### src/rtl/gpr_wb_arbiter.sv
// gpr_wb_arbiter: clears the 16-entry GPR file after reset, then round-robin arbitrates ALU/load write-back.
module gpr_wb_arbiter #(
  parameter int DATA_W   = 16,
  parameter int ADDR_W   = 4,
  parameter int NUM_REGS = 16
) (
  input  logic              clk,
  input  logic              rst,
  input  logic              alu_valid,
  input  logic [ADDR_W-1:0] alu_addr,
  input  logic [DATA_W-1:0] alu_data,
  output logic              alu_ready,
  input  logic              mem_valid,
  input  logic [ADDR_W-1:0] mem_addr,
  input  logic [DATA_W-1:0] mem_data,
  output logic              mem_ready,
  output logic              wr_en,
  output logic [ADDR_W-1:0] wr_addr,
  output logic [DATA_W-1:0] wr_data,
  output logic [1:0]        grant,
  output logic              init_done
);
  typedef enum logic {INIT, RUN} state_t;
  state_t            state;
  logic [ADDR_W-1:0] cnt;
  logic              ptr;
  logic              run;
  // ptr: 0 favours ALU, 1 favours MEM; readies look only at VALIDs and ptr
  assign run       = (state == RUN) && !rst;
  assign alu_ready = run && alu_valid && (!mem_valid || !ptr);
  assign mem_ready = run && mem_valid && (!alu_valid || ptr);
  always_ff @(posedge clk) begin
    if (rst) begin
      state     <= INIT;
      cnt       <= '0;
      ptr       <= 1'b0;
      wr_en     <= 1'b0;
      wr_addr   <= '0;
      wr_data   <= '0;
      grant     <= 2'b00;
      init_done <= 1'b0;
    end else if (state == INIT) begin
      wr_en   <= 1'b1;
      wr_addr <= cnt;
      wr_data <= '0;
      grant   <= 2'b00;
      cnt     <= cnt + 1'b1;
      if (cnt == ADDR_W'(NUM_REGS - 1)) begin
        state     <= RUN;
        init_done <= 1'b1;
      end
    end else begin
      wr_en <= alu_ready || mem_ready;
      grant <= {mem_ready, alu_ready};
      if (alu_ready) begin
        wr_addr <= alu_addr;
        wr_data <= alu_data;
        ptr     <= 1'b1;
      end else if (mem_ready) begin
        wr_addr <= mem_addr;
        wr_data <= mem_data;
        ptr     <= 1'b0;
      end
    end
  end
endmodule

### config.mk
export PLATFORM = sky130hd
export DESIGN_NAME = gpr_wb_arbiter
export DESIGN_NICKNAME = d
export VERILOG_FILES = /design/src/rtl/gpr_wb_arbiter.sv
export SDC_FILE = /design/constraint.sdc
export NUM_CORES = 1
export LEC_CHECK = 0
export CAP_MARGIN = 10
export CORE_MARGIN = 2
export CORE_UTILIZATION = 30
export CTS_CLUSTER_SIZE = 14
export DETAILED_ROUTE_END_ITERATION = 16
export GPL_ROUTABILITY_DRIVEN = 0
export GPL_TIMING_DRIVEN = 0
export PLACE_DENSITY_LB_ADDON = 0.05
export SYNTH_ARGS = -nofsm -noshare
export SYNTH_HDL_FRONTEND = slang
export SYNTH_SLANG_ARGS = --single-unit
### constraint.sdc
create_clock -name clk -period 2 [get_ports clk]
set_clock_uncertainty 0.1 [all_clocks]
set_input_delay 0.6 -clock clk [delete_from_list [all_inputs] [get_ports clk]]
set_output_delay 0.6 -clock clk [all_outputs]
set_load 0.01 [all_outputs]
=== Word level (Yosys, flattened, before mapping) ===
Cells that the tools add are included.

* Bits in registers: 30
* Latch bits: 0
* Memory bits (writable): 0
* Memory bits (read-only): 0
* Input port bits: 44
* Output and inout port bits: 26
* Logic and storage cells: 38
* Memories kept: 0

* Add/subtract/negate cells: 1
* Multiply operators: 0
* Divide/modulo/power cells: 0
* Order comparisons: 0
* Eq/ne operators: 2
* Shifts and indexed selects: 0
* Multiplexer cells: 10
* Bitwise logic cells: 1
* Reduce and logical (&&, ||, !) cells: 16

{| class="wikitable"
|+ Operators by type and width
! cell !! number
|-
| 16-bit 2-to-1 mux || 2
|-
| 4-bit 2-to-1 mux || 3
|-
| 1-bit logical AND || 5
|-
| 1-bit 2-to-1 mux || 5
|-
| 4-bit by 1-bit adder with 4-bit output, second input constant || 1
|-
| 4-bit == test, second input constant || 1
|-
| 1-bit zero test || 4
|-
| 2-bit AND reduction || 2
|-
| 1-bit logical OR || 3
|-
| 3-bit inequality test, second input constant || 1
|-
| 2-bit nonzero test || 1
|-
| 2-bit OR reduction || 1
|-
| 1-bit inverter || 1
|}

=== Logic depth before layout (Yosys ltp) ===
* Word-level depth: 7
* Mapped depth: 5
* Mapped depth without buffers: 4

=== Least setup slack after synthesis ===
No wires, ideal clock.

* Kind: input -> output
* Start: in rst
* End: out mem_ready
* Arrival: 1.275 ns
* Required time: 1.300 ns
* Slack: 0.025 ns
* Cell stages on the path: 4
* Buffers on the path: 2
* Path through: and2b_1 -> buf_6 -> buf_2 -> and3_1

* Word-level cells in the longest chain between the ends: 4

{| class="wikitable"
|+ Ends and longest elaborated chain
! item !! RTL line !! text
|-
| start, declared || 8 || <nowiki>input logic rst,</nowiki>
|-
| 1-bit zero test || 29 || <nowiki>assign run = (state == RUN) && !rst;</nowiki>
|-
| 1-bit logical AND || 29 ||
|-
| 1-bit logical AND (2 in series) || 31 || <nowiki>assign mem_ready = run && mem_valid && (!alu_valid || ptr);</nowiki>
|-
| end, declared || 16 || <nowiki>output logic mem_ready,</nowiki>
|}

No other way between the ends.

=== Worst setup path after layout ===
* Start: in mem_valid
* End: out alu_ready

* Word-level cells in the longest chain between the ends: 3

{| class="wikitable"
|+ Ends and longest elaborated chain
! item !! RTL line !! text
|-
| start, declared || 13 || <nowiki>input logic mem_valid,</nowiki>
|-
| 1-bit zero test || 30 || <nowiki>assign alu_ready = run && alu_valid && (!mem_valid || !ptr);</nowiki>
|-
| 1-bit logical OR || 30 ||
|-
| 1-bit logical AND || 30 ||
|-
| end, declared || 12 || <nowiki>output logic alu_ready,</nowiki>
|}

No other way between the ends.

==> results.md <==
- Status: complete, no violations
- Clock sink total: 30
- CTS root buffer: clkbuf_8
- Final setup fails: 0
- Commonest non-fill, non-tap cell in the layout: clkdlybuf4s50_1
- Setup TNS: 0 ns
- Global-route wire length before repair: 8.07 mm
- Die Wd: 72.2 microns
- ANT nets after route: 0
- Crit path max fanout: 3
- Layout cells sized above 1: 0.141
- Worst min path class: reg -> reg
- Global routing's busiest layer: met2
- Slew headroom: 0.700
- Port Buf Inserts: 69
- CTS Hold Bufs: 0
- CTS Buf Count: 5
- Share of synthesized registers carrying an async set or reset: 0
- Yosys warns: 0
- Req. time, crit path: roughly 1.3 ns
- Yosys top cell by area: dfxtp_1
- Initial antenna violation count: 0
- Core Box Area: 4410 sq um
- Leakage dissipation: approximately 0.83 nW
- CTS tree: done
- Footprint of the multi-input gates: 707 sq um
- Combinational group share of total power: 0.120
- FP Rows: 24
- H-tree levels: 2
- Finished Layout Cells: 300
- Detailed router's first-iteration violation count: 76
- Worst-Skew Late Latency: 0.29 ns
- Drt wl/cell: ~16 microns
- Synth top area share: 0.430
- Post-synthesis sequential area ratio: 0.430
- Final WL: 4.86 mm
- Initial core utilization: 0.316
- CTS Buffer Depth: 2
- ANT cells: 0
- Largest net degree at the start of global routing: 17
- Storage element area: 602 sq um
- Sw frac: 0.224
- Ranking of synthesized cells by area: dfxtp_1 (43%), o21ai_0 (11%), nand4_1 (9.4%)
- Max-Cap Viols: 0
- GR Util All Layers: 0.200
- Pint: 1.06 mW
- Most frequent cells in the layout: clkdlybuf4s50_1 (64), o21ai_0 (30), dfxtp_1 (29), nand4_1 (21), a31oi_1 (17)
- CP Launch Type: primary input
- Critical path type: in -> out
- TritonRoute pass-1 iters: 6
- Area of the die: 5210 sq um
- Inst Count DP: 288
- Max IR drop VDD: 0.239 mV
- Highest Clock Rate: 506 MHz
- Vias per cell: 5.44
- Flops & latches, synth: 30
- Crit path DAT: 1.27 ns
- Distinct cells, synth: 29
- Mean Syn Cell Area: 8.35 sq um
- Area growth, synth to finish: 67.0%
- Number of enable flip-flop cells after synthesis: 0
- Drt drc: 0
- DR vias: 1632
- Nets: 292
- Global route overflow: 0
- Fin. max-slew vios: 0
- Syn Inst Count: 167
- Final Critical Period: 1.97 ns
- GRT met1 Usage: 0.255
- Worst-path clk slew: 0.06 ns
- Top_reg_cell synth: dfxtp_1
- Power per cell area: 587 nW/um^2
- HPWL after DPL: 3.31 mm
- Crit path capture type: primary output
- Worst Tran Pin Value: 0.448 ns
- Unrepaired setup endpoints after global routing: no
- Net count after synthesis: 212
- Filler cell count in the final layout: 387
- IO Count: 70
- Final Cycle Share: 0.987
- Die height: 72.2 microns
- Final hold violation count: 0
- Flop pwr share: 0.449
- Number of global-route vias before repair: 1648
- Met3 GRT Util: 0.0583
- Clock share of power: 0.431
- Mapped cell area: 1400 sq um
- P_sw: about 0.31 mW
- Met2 Track Usage GR: 0.327
## worst max-delay path, stage by stage
cell,delay [ns]
clkdlybuf4s15_2,0.21
and2_4,0.14
buf_6,0.11
nor2_1,0.08
buf_2,0.13
## synth_stat cells, types with 4 or more instances
library cell	n
dfxtp_1	30
o21ai_0	30
clkbuf_1	10
nand4_1	21
nor2b_1	5
a311oi_1	4
a221oi_1	4
buf_2	7
nand3_1	5
nor2_1	10
a31oi_1	17
## flip-flops by register name, indices dropped and copies added, names as in the netlist
name,flops
grant,2
wr_addr,4
wr_data,16
state,1
cnt,4
ptr,1
wr_en,1
init_done,1
## through the flow
step                      total power, mW  hold slack (ns)  worst slack [ns]  cell area (sq um)  utilization
after CTS                            1.37            0.389           -0.0441               2340        0.530
after detailed placement            0.786            0.373             -1.17               2150        0.487
after global placement              0.783            0.356             -1.14               2150        0.487
after global routing                 1.42            0.428          0.000914               2330        0.528
final                                1.37            0.386            0.0251               2330        0.528
after floorplan                     0.675            0.381            0.0249               1400            -
## kinds of logic (layout without fill, tap and decap cells)
group,after synthesis,after routing,share of synthesized area
adders and majority gates,1,1,0.00897
AOI/OAI and AO/OA,59,59,0.251
xor gates and xnor gates,2,2,0.0126
muxes,1,1,0.00718
buffers and inverters,20,101,0.0708
and+or+nand+nor,54,54,0.219
DFF,30,30,0.430
## power by group through the flow
stage          Clock (mW)  Combinational [mW]  Sequential (mW)
2_1_floorplan           0              0.0467            0.629
3_3_place_gp            0               0.155            0.628
3_5_place_dp            0               0.159            0.628
4_1_cts             0.596               0.164            0.614
5_1_grt             0.625               0.179            0.615
6_report            0.589               0.164            0.615
## layer usage
metal  vias to the layer above  routed length [microns]
li1                        792                        -
met1                       770                     2170
met2                        63                     2280
met3                         7                      349
met4                         0                       56
met5                         -                        0
## area by class of cell
class | instances | area share
multi-input combinational | 117 | 0.303
inverter | 1 | 0.00161
sequential | 30 | 0.258
buffer | 15 | 0.0403
timing repair buffer | 77 | 0.321
clock buffer | 8 | 0.0473
tap | 52 | 0.0279
## path summary, 6_finish.rpt
path                   from    endpoint  slack, ns  cells after the start
setup / recovery  mem_valid   alu_ready       0.03                      5
hold / removal    init_done   init_done       0.39                      2
setup reg to reg      state  wr_data[4]       0.25                      6
hold reg to reg   init_done   init_done       0.39                      2
## timing repair
action                     4_1_cts  5_1_grt
setup buffers                    7        1
pin swaps                        2        0
gates resized for setup         35        2
cloned                           0        0
setup endpoints to repair       15        2
Power figures use the tool's default switching activity.
